==> config.mk <==
export PLATFORM = sky130hd
export DESIGN_NAME = bidir_port_ctrl
export DESIGN_NICKNAME = d
export VERILOG_FILES = /design/src/rtl/bidir_port_ctrl.sv
export SDC_FILE = /design/constraint.sdc
export NUM_CORES = 1
export LEC_CHECK = 0
export BUFFER_PORTS_ARGS = -buffer_cell sky130_fd_sc_hd__buf_4
export CAP_MARGIN = 40
export CORE_ASPECT_RATIO = 0.7
export CORE_MARGIN = 4
export CORE_UTILIZATION = 39
export DETAILED_ROUTE_END_ITERATION = 10
export REMOVE_ABC_BUFFERS = 1
export SKIP_CTS_REPAIR_TIMING = 1
export SYNTH_ARGS = -nofsm -noshare
export SYNTH_HDL_FRONTEND = slang
export SYNTH_SLANG_ARGS = --single-unit
==> constraint.sdc <==
create_clock -name clk_clk -period 3.4 [get_ports clk_clk]
set_input_delay 0.51 -clock clk_clk [delete_from_list [all_inputs] [get_ports clk_clk]]
set_output_delay 0.51 -clock clk_clk [all_outputs]
set_load 0.005 [all_outputs]
==> src/rtl/bidir_port_ctrl.sv <==
// bidir_port_ctrl: Avalon-MM controlled bidirectional pad channels with synchronized
// inputs, per-bit direction, edge capture (write-1-to-clear) and a level interrupt.
module bidir_port_ctrl #(
  parameter int unsigned DATA_W      = 32,
  parameter int unsigned NUM_CH      = 2,
  parameter int unsigned SYNC_STAGES = 2,
  parameter int unsigned EDGE_TYPE   = 0,
  localparam int unsigned AW = $clog2(NUM_CH) + 2,
  localparam int unsigned PW = NUM_CH * DATA_W
) (
  input  logic          clk_clk,
  input  logic          reset_reset_n,
  input  logic [AW-1:0] avs_address,
  input  logic          avs_read,
  input  logic          avs_write,
  input  logic [31:0]   avs_writedata,
  output logic [31:0]   avs_readdata,
  output logic          avs_readdatavalid,
  input  logic [PW-1:0] port_in,
  output logic [PW-1:0] port_out,
  output logic [PW-1:0] port_oe,
  output logic          irq
);

  localparam int unsigned ARM_N = SYNC_STAGES + 1;
  localparam int unsigned ARM_W = $clog2(ARM_N + 1);
  localparam logic [1:0] REG_DATA = 2'd0;
  localparam logic [1:0] REG_DIR  = 2'd1;
  localparam logic [1:0] REG_MASK = 2'd2;
  localparam logic [1:0] REG_CAP  = 2'd3;

  logic [SYNC_STAGES-1:0][PW-1:0] r_sync;
  logic [PW-1:0]                  r_prev;
  logic [ARM_W-1:0]               r_arm;
  logic [NUM_CH-1:0][DATA_W-1:0]  r_out;
  logic [NUM_CH-1:0][DATA_W-1:0]  r_dir;
  logic [NUM_CH-1:0][DATA_W-1:0]  r_mask;
  logic [NUM_CH-1:0][DATA_W-1:0]  r_cap;
  logic [31:0]                    r_rdata;
  logic                           r_rvalid;
  logic                           r_irq;

  logic [PW-1:0]                  w_sync;
  logic [PW-1:0]                  w_edge;
  logic [31:0]                    w_ch;
  logic [1:0]                     w_reg;
  logic [DATA_W-1:0]              w_wdata;
  logic [DATA_W-1:0]              w_rsel;
  logic [NUM_CH-1:0][DATA_W-1:0]  w_cap_nxt;

  assign w_sync  = r_sync[SYNC_STAGES-1];
  assign w_reg   = avs_address[1:0];
  assign w_ch    = 32'(avs_address >> 2);
  assign w_wdata = avs_writedata[DATA_W-1:0];

  // Pad synchronizer, delayed copy for edge detection, and post-reset arming counter
  always_ff @(posedge clk_clk or negedge reset_reset_n) begin
    if (!reset_reset_n) begin
      r_sync <= '0;
      r_prev <= '0;
      r_arm  <= '0;
    end else begin
      r_sync <= {r_sync[SYNC_STAGES-2:0], port_in};
      r_prev <= w_sync;
      if (r_arm != ARM_W'(ARM_N)) r_arm <= r_arm + ARM_W'(1);
    end
  end

  always_comb begin
    w_edge = '0;
    if (r_arm == ARM_W'(ARM_N)) begin
      case (EDGE_TYPE)
        0:       w_edge = w_sync & ~r_prev;
        1:       w_edge = ~w_sync & r_prev;
        default: w_edge = w_sync ^ r_prev;
      endcase
    end
  end

  // A new edge overrides a simultaneous write-1-to-clear
  always_comb begin
    w_cap_nxt = r_cap;
    for (int unsigned c = 0; c < NUM_CH; c++) begin
      if (avs_write && (w_ch == c) && (w_reg == REG_CAP))
        w_cap_nxt[c] = r_cap[c] & ~w_wdata;
      w_cap_nxt[c] = w_cap_nxt[c] | w_edge[c*DATA_W +: DATA_W];
    end
  end

  // Out-of-range channels never match, so they read as zero
  always_comb begin
    w_rsel = '0;
    for (int unsigned c = 0; c < NUM_CH; c++) begin
      if (w_ch == c) begin
        case (w_reg)
          REG_DATA: w_rsel = w_sync[c*DATA_W +: DATA_W];
          REG_DIR:  w_rsel = r_dir[c];
          REG_MASK: w_rsel = r_mask[c];
          default:  w_rsel = r_cap[c];
        endcase
      end
    end
  end

  always_ff @(posedge clk_clk or negedge reset_reset_n) begin
    if (!reset_reset_n) begin
      r_out  <= '0;
      r_dir  <= '0;
      r_mask <= '0;
      r_cap  <= '0;
    end else begin
      for (int unsigned c = 0; c < NUM_CH; c++) begin
        if (avs_write && (w_ch == c)) begin
          case (w_reg)
            REG_DATA: r_out[c]  <= w_wdata;
            REG_DIR:  r_dir[c]  <= w_wdata;
            REG_MASK: r_mask[c] <= w_wdata;
            default:  ;
          endcase
        end
      end
      r_cap <= w_cap_nxt;
    end
  end

  // Read response and interrupt, both one cycle behind their sources
  always_ff @(posedge clk_clk or negedge reset_reset_n) begin
    if (!reset_reset_n) begin
      r_rdata  <= '0;
      r_rvalid <= 1'b0;
      r_irq    <= 1'b0;
    end else begin
      r_rvalid <= avs_read;
      if (avs_read) r_rdata <= 32'(w_rsel);
      r_irq <= |(r_cap & r_mask);
    end
  end

  assign avs_readdata      = r_rdata;
  assign avs_readdatavalid = r_rvalid;
  assign port_out          = r_out;
  assign port_oe           = r_dir;
  assign irq               = r_irq;

endmodule

Word-level counts from Yosys, hierarchy flattened
Index checks and enable logic that the tools add are counted.
{"block": "op_classes", "addsub": 1, "mux": 7, "reduce_logical": 13, "n_bitwise": 8, "eq_ne": 5}
{"operator": "case mux 32 bit (3 select lines)", "count": 2}
{"operator": "bitwise AND 64 bit", "count": 2}
{"operator": "2-to-1 mux 32 bit", "count": 4}
{"operator": "bitwise AND 32 bit", "count": 2}
{"operator": "2-to-1 mux 64 bit", "count": 1}
{"operator": "NOT 64 bit", "count": 1}
{"operator": "OR 32 bit", "count": 2}
{"operator": "OR reduction 64 bit", "count": 1}
{"operator": "zero test 32 bit", "count": 1}
{"operator": "NOT 32 bit", "count": 1}
{"operator": "AND reduction 2 bit", "count": 6}
{"operator": "== test 2 bit (second input constant)", "count": 3}
{"operator": "logical AND 1 bit", "count": 4}
{"operator": "adder 2 x 1 -> 2 bit (second input constant)", "count": 1}
{"operator": "== test 2 x 1 -> 1 bit (second input constant)", "count": 1}
{"operator": "zero test 2 bit", "count": 1}
{"operator": "!= test 2 bit (second input constant)", "count": 1}
{"block": "word_totals", "wordCells": 49, "output_inout_bits": 162, "inputBits": 103, "register_bits": 484}

Logic depth before layout (Yosys ltp)
Gate-level depths: netlist of run 1.
{"block": "depth", "ltp_word": 5, "ltp_mapped": 7, "ltp_nobuf": 4}

Worst setup path before layout of run 1
No wires, ideal clock.
{"block": "synth_timing", "path_kind": "input -> register", "startpoint": "input avs_address[1]", "endpoint": "register r_rdata[10] (netlist: avs_readdata[10])", "cell_stages": 5, "arrival_ns": 1.688, "path_slack_ns": 1.575, "cell_sequence": "buf_2 buf_2 mux4_2 mux2i_1 a21oi_1"}
{"block": "synth_via", "elab_chain_len": 4, "word_cells_on_any_way": 7, "cone_classes": "eq/ne: 2; mux: 4; reduce/logical: 1"}
{"element": "start: declaration", "line": "13", "source": "input logic [AW-1:0] avs_address,"}
{"element": "== test 2 bit (tied with other cells)", "line": "95", "source": "case (w_reg)"}
{"element": "case mux 32 bit (3 select lines)", "line": "95"}
{"element": "2-to-1 mux 32 bit", "line": "94", "source": "if (w_ch == c) begin"}
{"element": "2-to-1 mux 32 bit *", "line": "94"}
{"element": "end signal: assignment", "line": "134", "source": "if (avs_read) r_rdata <= 32'(w_rsel);"}
{"element": "end: declaration", "line": "39", "source": "logic [31:0] r_rdata;"}
Mark *: on every way between the ends. The rest lies on a longest branch, timed or not.
A chain may end at the register's enable or synchronous reset.

Final worst setup path of run 1
{"block": "layout_timing", "startpoint": "register r_cap[62] in the netlist's numbering", "endpoint": "register r_irq (netlist: irq)"}
{"block": "layout_via", "elab_chain_len": 2}
{"element": "start: declaration", "line": "38", "source": "logic [NUM_CH-1:0][DATA_W-1:0] r_cap;"}
{"element": "start signal: assignment", "line": "122", "source": "r_cap <= w_cap_nxt;"}
{"element": "bitwise AND 64 bit", "line": "135", "source": "r_irq <= |(r_cap & r_mask);"}
{"element": "OR reduction 64 bit", "line": "135"}
{"element": "end signal: assignment", "line": "135"}
{"element": "end: declaration", "line": "41", "source": "logic r_irq;"}
Every way passes these cells.

==> results.json, run 1 <==
{
  "status": "finished, final reports clean",
  "grt_pass1_wl_um": 74740,
  "n_fill_cell": 3865,
  "cts_buffers": 48,
  "cts_tree": "yes",
  "synth.distinct_cells": 26,
  "grt_pass1_vias": 11690,
  "clock-sinks": 484,
  "n_antenna_cell": 0,
  "path_delay_family": "compound AO/OA/AOI/OAI gates",
  "avgSynthCellArea_um2": 16.03,
  "cpMaxStageDelayCell": "a221oi_1",
  "antenna_found_initial": 1,
  "synth-edff-count": 0,
  "path_max_fanout": 3,
  "grt_use_total_pct": 19.41,
  "ys.flop_type": "dfrtp_1",
  "fin_worst_skew_ps": 17.26,
  "worst_pin_slew_ps": 847.2,
  "hold_violations": 0,
  "syn_area_um2": 18210,
  "rsz0062_at_grt": "no",
  "post-route-util_pct": 49.72,
  "clock_latency_ps": 560,
  "num_rows": 65,
  "ys_top_cells_by_area": "dfrtp_1, mux2_2, mux4_2",
  "power.density_nw_per_um2": 653.3,
  "die_y_um": 188.8,
  "crit_buf_inv": 0,
  "dp_hpwl_um": 32820,
  "cp_slowest_stage_delay_ps": 660,
  "p_leak_nw": 9.980,
  "worst_ep_required_time_ps": 3820,
  "ctsLongestPathBuffers": 3,
  "via_per_inst": 5.272,
  "crit_path_end_kind": "flip-flop",
  "ios": 265,
  "met1Wirelength_um": 22990,
  "holdCritPathClass": "in2reg",
  "port_buffers": 264,
  "fin_cells": 2064,
  "fin_crit_ps": 2116,
  "via_count": 10880,
  "dr.pass1.iters": 5,
  "finalSetupTns_ps": 0,
  "power_w": 0.01482,
  "ant_nets": 0,
  "clkTransAtPathRegs_ps": 70,
  "wl_per_cell_um": 23.44,
  "yosysWarningCount": 0,
  "wl_met3_um": 2924,
  "top_layer": "met5",
  "start_util_pct": 39.92,
  "post-place-cells": 1980,
  "cap_violations": 0,
  "worstPathArrival_ps": 2540,
  "ys_seq_area_share_pct": 66.50,
  "drc_errors": 0,
  "critical_path_class": "reg2reg",
  "fmax_mhz": 472.6,
  "fin_crit_sh_pct": 62.23,
  "layout-drive-gt1-share_pct": 42.92,
  "drv_slew": 0,
  "cts_root_buffer": "clkbuf_16",
  "drt_iter0_markers": 670,
  "seq_area_um2": 12110,
  "synth.top_cell.area_share_pct": 66.50,
  "ir_worst_vdd_v": 0.0003817,
  "wirelength_um": 48380,
  "grt_max_degree": 71,
  "async_flop_share_pct": 100.0,
  "ys_seq_elements": 484,
  "dr_wl_met2_um": 21760,
  "gp_congestion": 0.7960,
  "overflow": 0,
  "whs_ps": 55.82,
  "slew_headroom_pct": 43.52,
  "num-nets-final": 1532,
  "syn_inst": 1136,
  "die_x_um": 266.3,
  "die_area_um2": 50280,
  "coreArea_um2": 45630,
  "cts_max_level": 2,
  "crit_chain": "a22o_1, a221oi_1, nand4_1, or4_1",
  "multiInputGateArea_um2": 5752,
  "start_kind": "flip-flop",
  "setup_viol": 0,
  "synth_top_area_cell": "dfrtp_1",
  "areaGrowthSynthToFinish_pct": 24.55
}
[metrics by stage]
stage | instance area, µm² | setup slack, ps
final | 22690 | 1284
after floorplan | 17830 | 840.4
after detailed placement | 21010 | 880.4
after global placement | 20950 | 798.8
after global routing | 22690 | 1165
after CTS | 22680 | 1237
[layout by cell type, fill, tap and decap left out, types with 2 or more instances in the layout]
cell type   count
dfrtp_1       484
buf_4         286
mux2_2        176
nand2_1       127
mux4_2         64
o2bb2ai_1      61
clkbuf_16      49
mux2i_1        32
nor2_1         32
a21oi_1        32
mux2_1         17
a22o_1         16
a221oi_1       16
buf_12         11
clkinv_2        9
clkbuf_8        9
bufinv_16       7
nand4_1         4
clkbuf_1        4
inv_1           3
a32o_1          3
nor2_4          2
nor3_4          2
nor3b_4         2
nand4b_4        2
clkinvlp_4      2
clkinv_4        2
[worst paths after layout]
kind                       slack [ps]           end           from  cells after the start
max in group asynchronous        1830  port_out[50]  reset_reset_n                      3
min reg2reg                       340    w_sync[10]     r_sync[10]                      0
max reg2reg                      1280           irq      r_cap[62]                      4
max                              1280           irq      r_cap[62]                      4
min                                60    r_sync[28]    port_in[28]                      1
min in group asynchronous         510    r_sync[53]  reset_reset_n                      2
[layer usage]
layer | up-vias | track usage, %
met1 | 5808 | 29.45
met2 | 291 | 29.23
met5 | - | 0
li1 | 4725 | -
met4 | 2 | 3.391
met3 | 56 | 4.347
[sequential cells by signal (all words and copies together), names as in the netlist]
name and flops:
irq 1, r_cap 64, avs_readdatavalid 1, avs_readdata 32
w_sync 64, port_out 64, r_sync 64, r_arm 2
r_prev 64, r_mask 64, port_oe 64
[logic make-up after synthesis]
logic type / count (synthesis) / synth area share (%)
AO/OA/AOI/OAI: 128 / 5.516
XOR/XNOR: 1 / 0.04810
adder cells (fa/ha/maj): 1 / 0.06868
buffers and inverters: 60 / 2.143
flip-flops: 484 / 66.50
multiplexers: 289 / 21.60
AND/OR/NAND/NOR: 173 / 4.122
[worst register-to-register path, stage by stage (launching register included)]
cell and delay (ps):
dfrtp_1 400, a22o_1 250, a221oi_1 660, nand4_1 230, or4_1 450
[power breakdown]
group | switching (W) | internal [W]
combinational | 0.000869 | 0.00133
clock | 0.00222 | 0.00336
sequential | 0.000548 | 0.00650
[synth_stat cells (13+ instances only)]
library cell and count:
mux2_1 17, a22o_1 16, o2bb2ai_1 61, mux2i_1 32, nand2_1 127, a221oi_1 16
clkbuf_1 13, mux2_2 176, a21oi_1 32, buf_6 13, dfrtp_1 484, buf_2 18
nor2_1 34, mux4_2 64
[final cells by class]
cell class / count / area share (%)
inverters: 3 / 0.04964
multi-input cells: 592 / 25.35
flip-flops and latches: 484 / 53.39
clock inverters: 21 / 1.318
well taps: 603 / 3.326
clock buffers: 62 / 6.017
repair buffers: 299 / 10.55
Power figures use the tool's default switching activity.
==> run 2: changes to the inputs <==
clock period = 1.9 ns   (was 3.4 ns; I/O delays follow)
==> run 2 against run 1 <==
Net effect: clock power up 94%; worst setup slack worse by 1200 ps; sequential power up 79%; global-route usage about the same; core utilization up 2.8 points; register-to-register slack worse by 1200 ps; largest power group unchanged; combinational power up 90%; total power up 86%; first-iteration DRC count down 8.5%; highest routed layer unchanged; critical path depth unchanged.
==> results.json, run 2 (synthesis gave the netlist of run 1 again) <==
{
  "fmax_mhz": 556.7,
  "grt_pass1_vias": 11690,
  "drc_errors": 0,
  "port_buffers": 264,
  "n_fill_cell": 3788,
  "cts_root_buffer": "clkbuf_16",
  "die_y_um": 188.8,
  "rr_startpoint": "r_cap[47]",
  "clock-sinks": 484,
  "grt_pass1_wl_um": 74660,
  "multiInputGateArea_um2": 5796,
  "overflow": 0,
  "path_max_fanout": 3,
  "n_antenna_cell": 0,
  "drv_slew": 0,
  "worstPathArrival_ps": 2230,
  "ant_nets": 0,
  "power.density_nw_per_um2": 1150,
  "mostFrequentLayoutCells": "dfrtp_1, buf_4, mux2_2, nand2_1, dlygate4sd3_1",
  "num_rows": 65,
  "critical_path_class": "reg2reg",
  "power_w": 0.02757,
  "crit_path_end_kind": "flip-flop",
  "grt_max_degree": 76,
  "cp_slowest_stage_delay_ps": 530,
  "die_area_um2": 50280,
  "hold_start": "avs_writedata[6]",
  "clock_latency_ps": 560,
  "cts_buffers": 48,
  "fin_crit_ps": 1796,
  "fin_worst_skew_ps": 7.221,
  "cts_tree": "yes",
  "coreArea_um2": 45630,
  "num-nets-final": 1626,
  "fin_crit_sh_pct": 94.54,
  "seq_area_um2": 12110,
  "via_per_inst": 5.183,
  "hold_violations": 0,
  "rsz0062_at_grt": "no",
  "fin_cells": 2165,
  "via_count": 11220,
  "crit_chain": "a22o_1, a221oi_1, nand4_1, or4_1",
  "ir_worst_vdd_v": 0.0007297,
  "dr.pass1.iters": 5,
  "cpMaxStageDelayCell": "or4_1",
  "post-place-cells": 2009,
  "holdCritPathClass": "in2reg",
  "antenna_found_initial": 2,
  "crit_start": "r_cap[47]",
  "dp_hpwl_um": 33770,
  "layout-drive-gt1-share_pct": 42.77,
  "wl_per_cell_um": 22.64,
  "cap_violations": 0,
  "worst_ep_required_time_ps": 2330,
  "clkTransAtPathRegs_ps": 70,
  "post-route-util_pct": 52.54,
  "worst_pin_slew_ps": 527.1,
  "grt_use_total_pct": 19.44,
  "mostFrequentLayoutCell": "dfrtp_1",
  "areaGrowthSynthToFinish_pct": 31.61,
  "ctsLongestPathBuffers": 3,
  "cts_max_level": 2,
  "die_x_um": 266.3,
  "start_util_pct": 39.92,
  "gp_congestion": 0.8037,
  "drt_iter0_markers": 613,
  "ios": 265,
  "status": "finished, final reports clean",
  "p_leak_nw": 10.52,
  "slew_headroom_pct": 64.86,
  "start_kind": "flip-flop",
  "setup_viol": 0,
  "wirelength_um": 49020
}
[run 2: worst max-delay path, delay by kind of cell, from the launching register on]
kind | cells | cell delay [ps]
DFF | 1 | 430
AOI/OAI and AO/OA | 2 | 540
and+or+nand+nor | 2 | 690
[run 2: layout make-up]
cell class | instances | area share [%]
inverters | 3 | 0.04698
clock buffers | 63 | 5.669
clock inverters | 27 | 1.942
flip-flops and latches | 484 | 50.53
well taps | 603 | 3.148
repair buffers | 393 | 14.49
multi-input cells | 592 | 24.18
[run 2: report_power, final]
| part | internal (W) | switching [W] |
|---|---|---|
| combinational | 0.00257 | 0.00160 |
| clock | 0.00670 | 0.00408 |
| sequential | 0.0116 | 0.000994 |
| total | 0.0209 | 0.00667 |
[run 2: metal layers]
| layer | vias up | part of all wire (%) | routed length, µm | track usage, % |
|---|---|---|---|---|
| met5 | - | 0.045 | 22 | 0 |
| met4 | 4 | 1.3 | 617 | 3.289 |
| met3 | 56 | 5.6 | 2741 | 4.673 |
| met2 | 277 | 45 | 21940 | 28.85 |
| met1 | 5946 | 48 | 23700 | 29.70 |
| li1 | 4938 | - | - | - |
[run 2: metrics by stage]
step / TNS (ps) / setup WS (ps) / area [µm²] / hold WS [ps]
floorplan: -26030 / -434.6 / 17830 / -10.59
global placement: -89.68 / -89.68 / 21440 / 176.6
detailed placement: -66.80 / -66.80 / 21440 / 176.8
CTS: -69.30 / -69.30 / 23270 / -424.4
global route: 0 / 0.09281 / 23970 / 3.284
finish: 0 / 103.8 / 23970 / 19.30
[run 2: worst paths after layout]
check	to	slack [ps]	depth (start not counted)
hold / removal	port_out[6]	20	2
setup reg to reg	irq	100	4
hold reg to reg	w_sync[62]	340	0
max in group asynchronous	port_oe[34]	870	3
min in group asynchronous	r_cap[7]	200	2
setup / recovery	irq	100	4
==> run 3: changes to the inputs <==
CORE_MARGIN = unset   (was 4)
clock period = 1.79 ns   (was 1.9 ns; I/O delays follow)
==> run 3 against run 2 <==
Net effect: cell count rose by 2.2%; total power rose by 4.1%; non-clock buffer count rose by 50; sequential power up 6%; flip-flop and latch count is the same; clock power barely moved.
==> results.json, run 3 (synthesis gave the netlist of run 1 again) <==
{
  "seq_power_share_pct": 46.8,
  "finalSetupTns_ps": 0,
  "switching_share_pct": 24.50,
  "via_per_inst": 5.175,
  "cts_tree": "yes",
  "die_x_um": 260.3,
  "fin_crit_ps": 1761,
  "crit_buf_inv": 1,
  "cap_violations": 0,
  "combPwrFrac_pct": 15.9,
  "hold_violations": 0,
  "critical_path_class": "reg2reg",
  "dp_hpwl_um": 34010,
  "die_y_um": 182.8,
  "p_clk_share_pct": 37.3,
  "mostFrequentLayoutCell": "dfrtp_1",
  "layout-drive-gt1-share_pct": 43.07,
  "post-route-util_pct": 53.30,
  "r2r_end": "irq",
  "mostFrequentLayoutCells": "dfrtp_1, buf_4, mux2_2, nand2_1, dlygate4sd3_1",
  "switching_power_w": 0.007035,
  "cpMaxStageDelayCell": "or4_1",
  "num_rows": 65,
  "clkTransAtPathRegs_ps": 60,
  "start_kind": "flip-flop",
  "wirelength_um": 49330,
  "ant_nets": 0,
  "via_count": 11450,
  "num-nets-final": 1675,
  "p_leak_nw": 10.71,
  "fin_worst_skew_ps": 26.51,
  "place_ws_ps": -91.29,
  "antenna_found_initial": 0,
  "ctsLongestPathBuffers": 3,
  "clock-sinks": 484,
  "start_util_pct": 39.99,
  "setup_viol": 0,
  "grt_max_degree": 59,
  "crit_path_end_kind": "flip-flop",
  "cts_buffers": 47,
  "internal-power_w": 0.02168,
  "path_max_fanout": 2,
  "gp_congestion": 0.8092,
  "worst_ep_required_time_ps": 2240,
  "drc_errors": 0,
  "grt_use_total_pct": 20.93,
  "critPathCapture": "irq",
  "rr_worst_depth": 5,
  "areaGrowthSynthToFinish_pct": 33.29,
  "path_delay_family": "simple AND/OR/NAND/NOR gates",
  "slew_headroom_pct": 71.97,
  "n_fill_cell": 3788,
  "cp_slowest_stage_delay_ps": 530,
  "worst_pin_slew_ps": 420.4,
  "setup_ws_ps": 29.50,
  "fin_area_um2": 24280,
  "dr.pass1.iters": 5,
  "clock_latency_ps": 580,
  "grt_pass1_wl_um": 74730,
  "n_antenna_cell": 0,
  "path_depth": 5,
  "cts_root_buffer": "clkbuf_16",
  "holdCritPathClass": "in2reg",
  "coreArea_um2": 45540,
  "status": "finished, final reports clean",
  "drt_iter0_markers": 805,
  "wl_per_cell_um": 22.30,
  "port_buffers": 264,
  "cts_max_level": 2,
  "postPlaceCellArea_um2": 21680,
  "r2r_setup_slack_ps": 30,
  "drv_slew": 0,
  "grt_pass1_vias": 11810,
  "crit_chain": "a22o_1, a221oi_2, buf_4, nand4_1, or4_1",
  "crit_start": "r_cap[30]",
  "die_area_um2": 47580,
  "fmax_mhz": 568.0,
  "overflow": 0,
  "ir_worst_vdd_v": 0.0006902,
  "ios": 265,
  "worstPathArrival_ps": 2210,
  "rr_startpoint": "r_cap[30]",
  "power.density_nw_per_um2": 1183,
  "rsz0062_at_grt": "yes",
  "fin_crit_sh_pct": 98.35
}
-- run 3: cell types whose count changed in the layout (fill, tap and decap cells not counted) --
cell           change
a221oi_1           -1
a221oi_2           +1
buf_12             +2
buf_4             +30
bufinv_16          -3
clkbuf_1           +5
clkbuf_16          -1
clkbuf_8           -2
clkinv_2           +5
clkinv_8           +1
clkinvlp_4         -6
dlygate4sd3_1     +18
inv_6              -2
-- run 3: how the worst min path moves through the flow --
stage | startpoint | to | slack (ps) | depth (start not counted)
floorplan | reset_reset_n | avs_readdata[0] | -30 | 0
global placement | reset_reset_n | avs_readdata[12] | 210 | 1
detailed placement | reset_reset_n | avs_readdata[12] | 210 | 1
CTS | reset_reset_n | port_oe[20] | -400 | 1
global route | avs_writedata[22] | r_mask[22] | 2 | 2
finish | avs_writedata[13] | r_mask[45] | 10 | 2
-- run 3: cell type report --
cell class | count | area, µm² | share of cell area, %
Timing Repair Buffer | 443 | 3919 | 16.14
Inverter | 3 | 11.26 | 0.04638
Clock buffer | 65 | 1325 | 5.458
Tap cell | 603 | 754.5 | 3.108
Clock inverter | 22 | 354.1 | 1.459
Multi-Input combinational cell | 592 | 5802 | 23.90
Sequential cell | 484 | 12110 | 49.89
-- run 3: stage by stage --
step                std cells  total power (W)  hold slack, ps
CTS                      2125          0.02886          -400.4
floorplan                1079          0.01507          -27.09
detailed placement       2038          0.01803           209.6
global placement         2038          0.01791           208.1
global route             2212          0.03002           1.832
finish                   2212          0.02871           11.07
-- run 3: power groups by stage --
stage                     Sequential [W]  Clock [W]  Combinational (W)
after global placement            0.0135          0            0.00437
final                             0.0134     0.0107            0.00457
after detailed placement          0.0136          0            0.00444
after floorplan                   0.0133          0            0.00180
after CTS                         0.0134     0.0110            0.00446
after global routing              0.0136     0.0115            0.00493
-- run 3: per-layer routing --
layer  track usage, %  vias to the layer above  part of all wire (%)  wire, µm
li1                 -                     5049                     -         -
met4            4.795                        0                   1.7       838
met5                0                        -                     0         0
met3            4.892                       50                   6.0      2947
met1            31.49                     6036                    47     23130
met2            30.69                      312                    45     22410
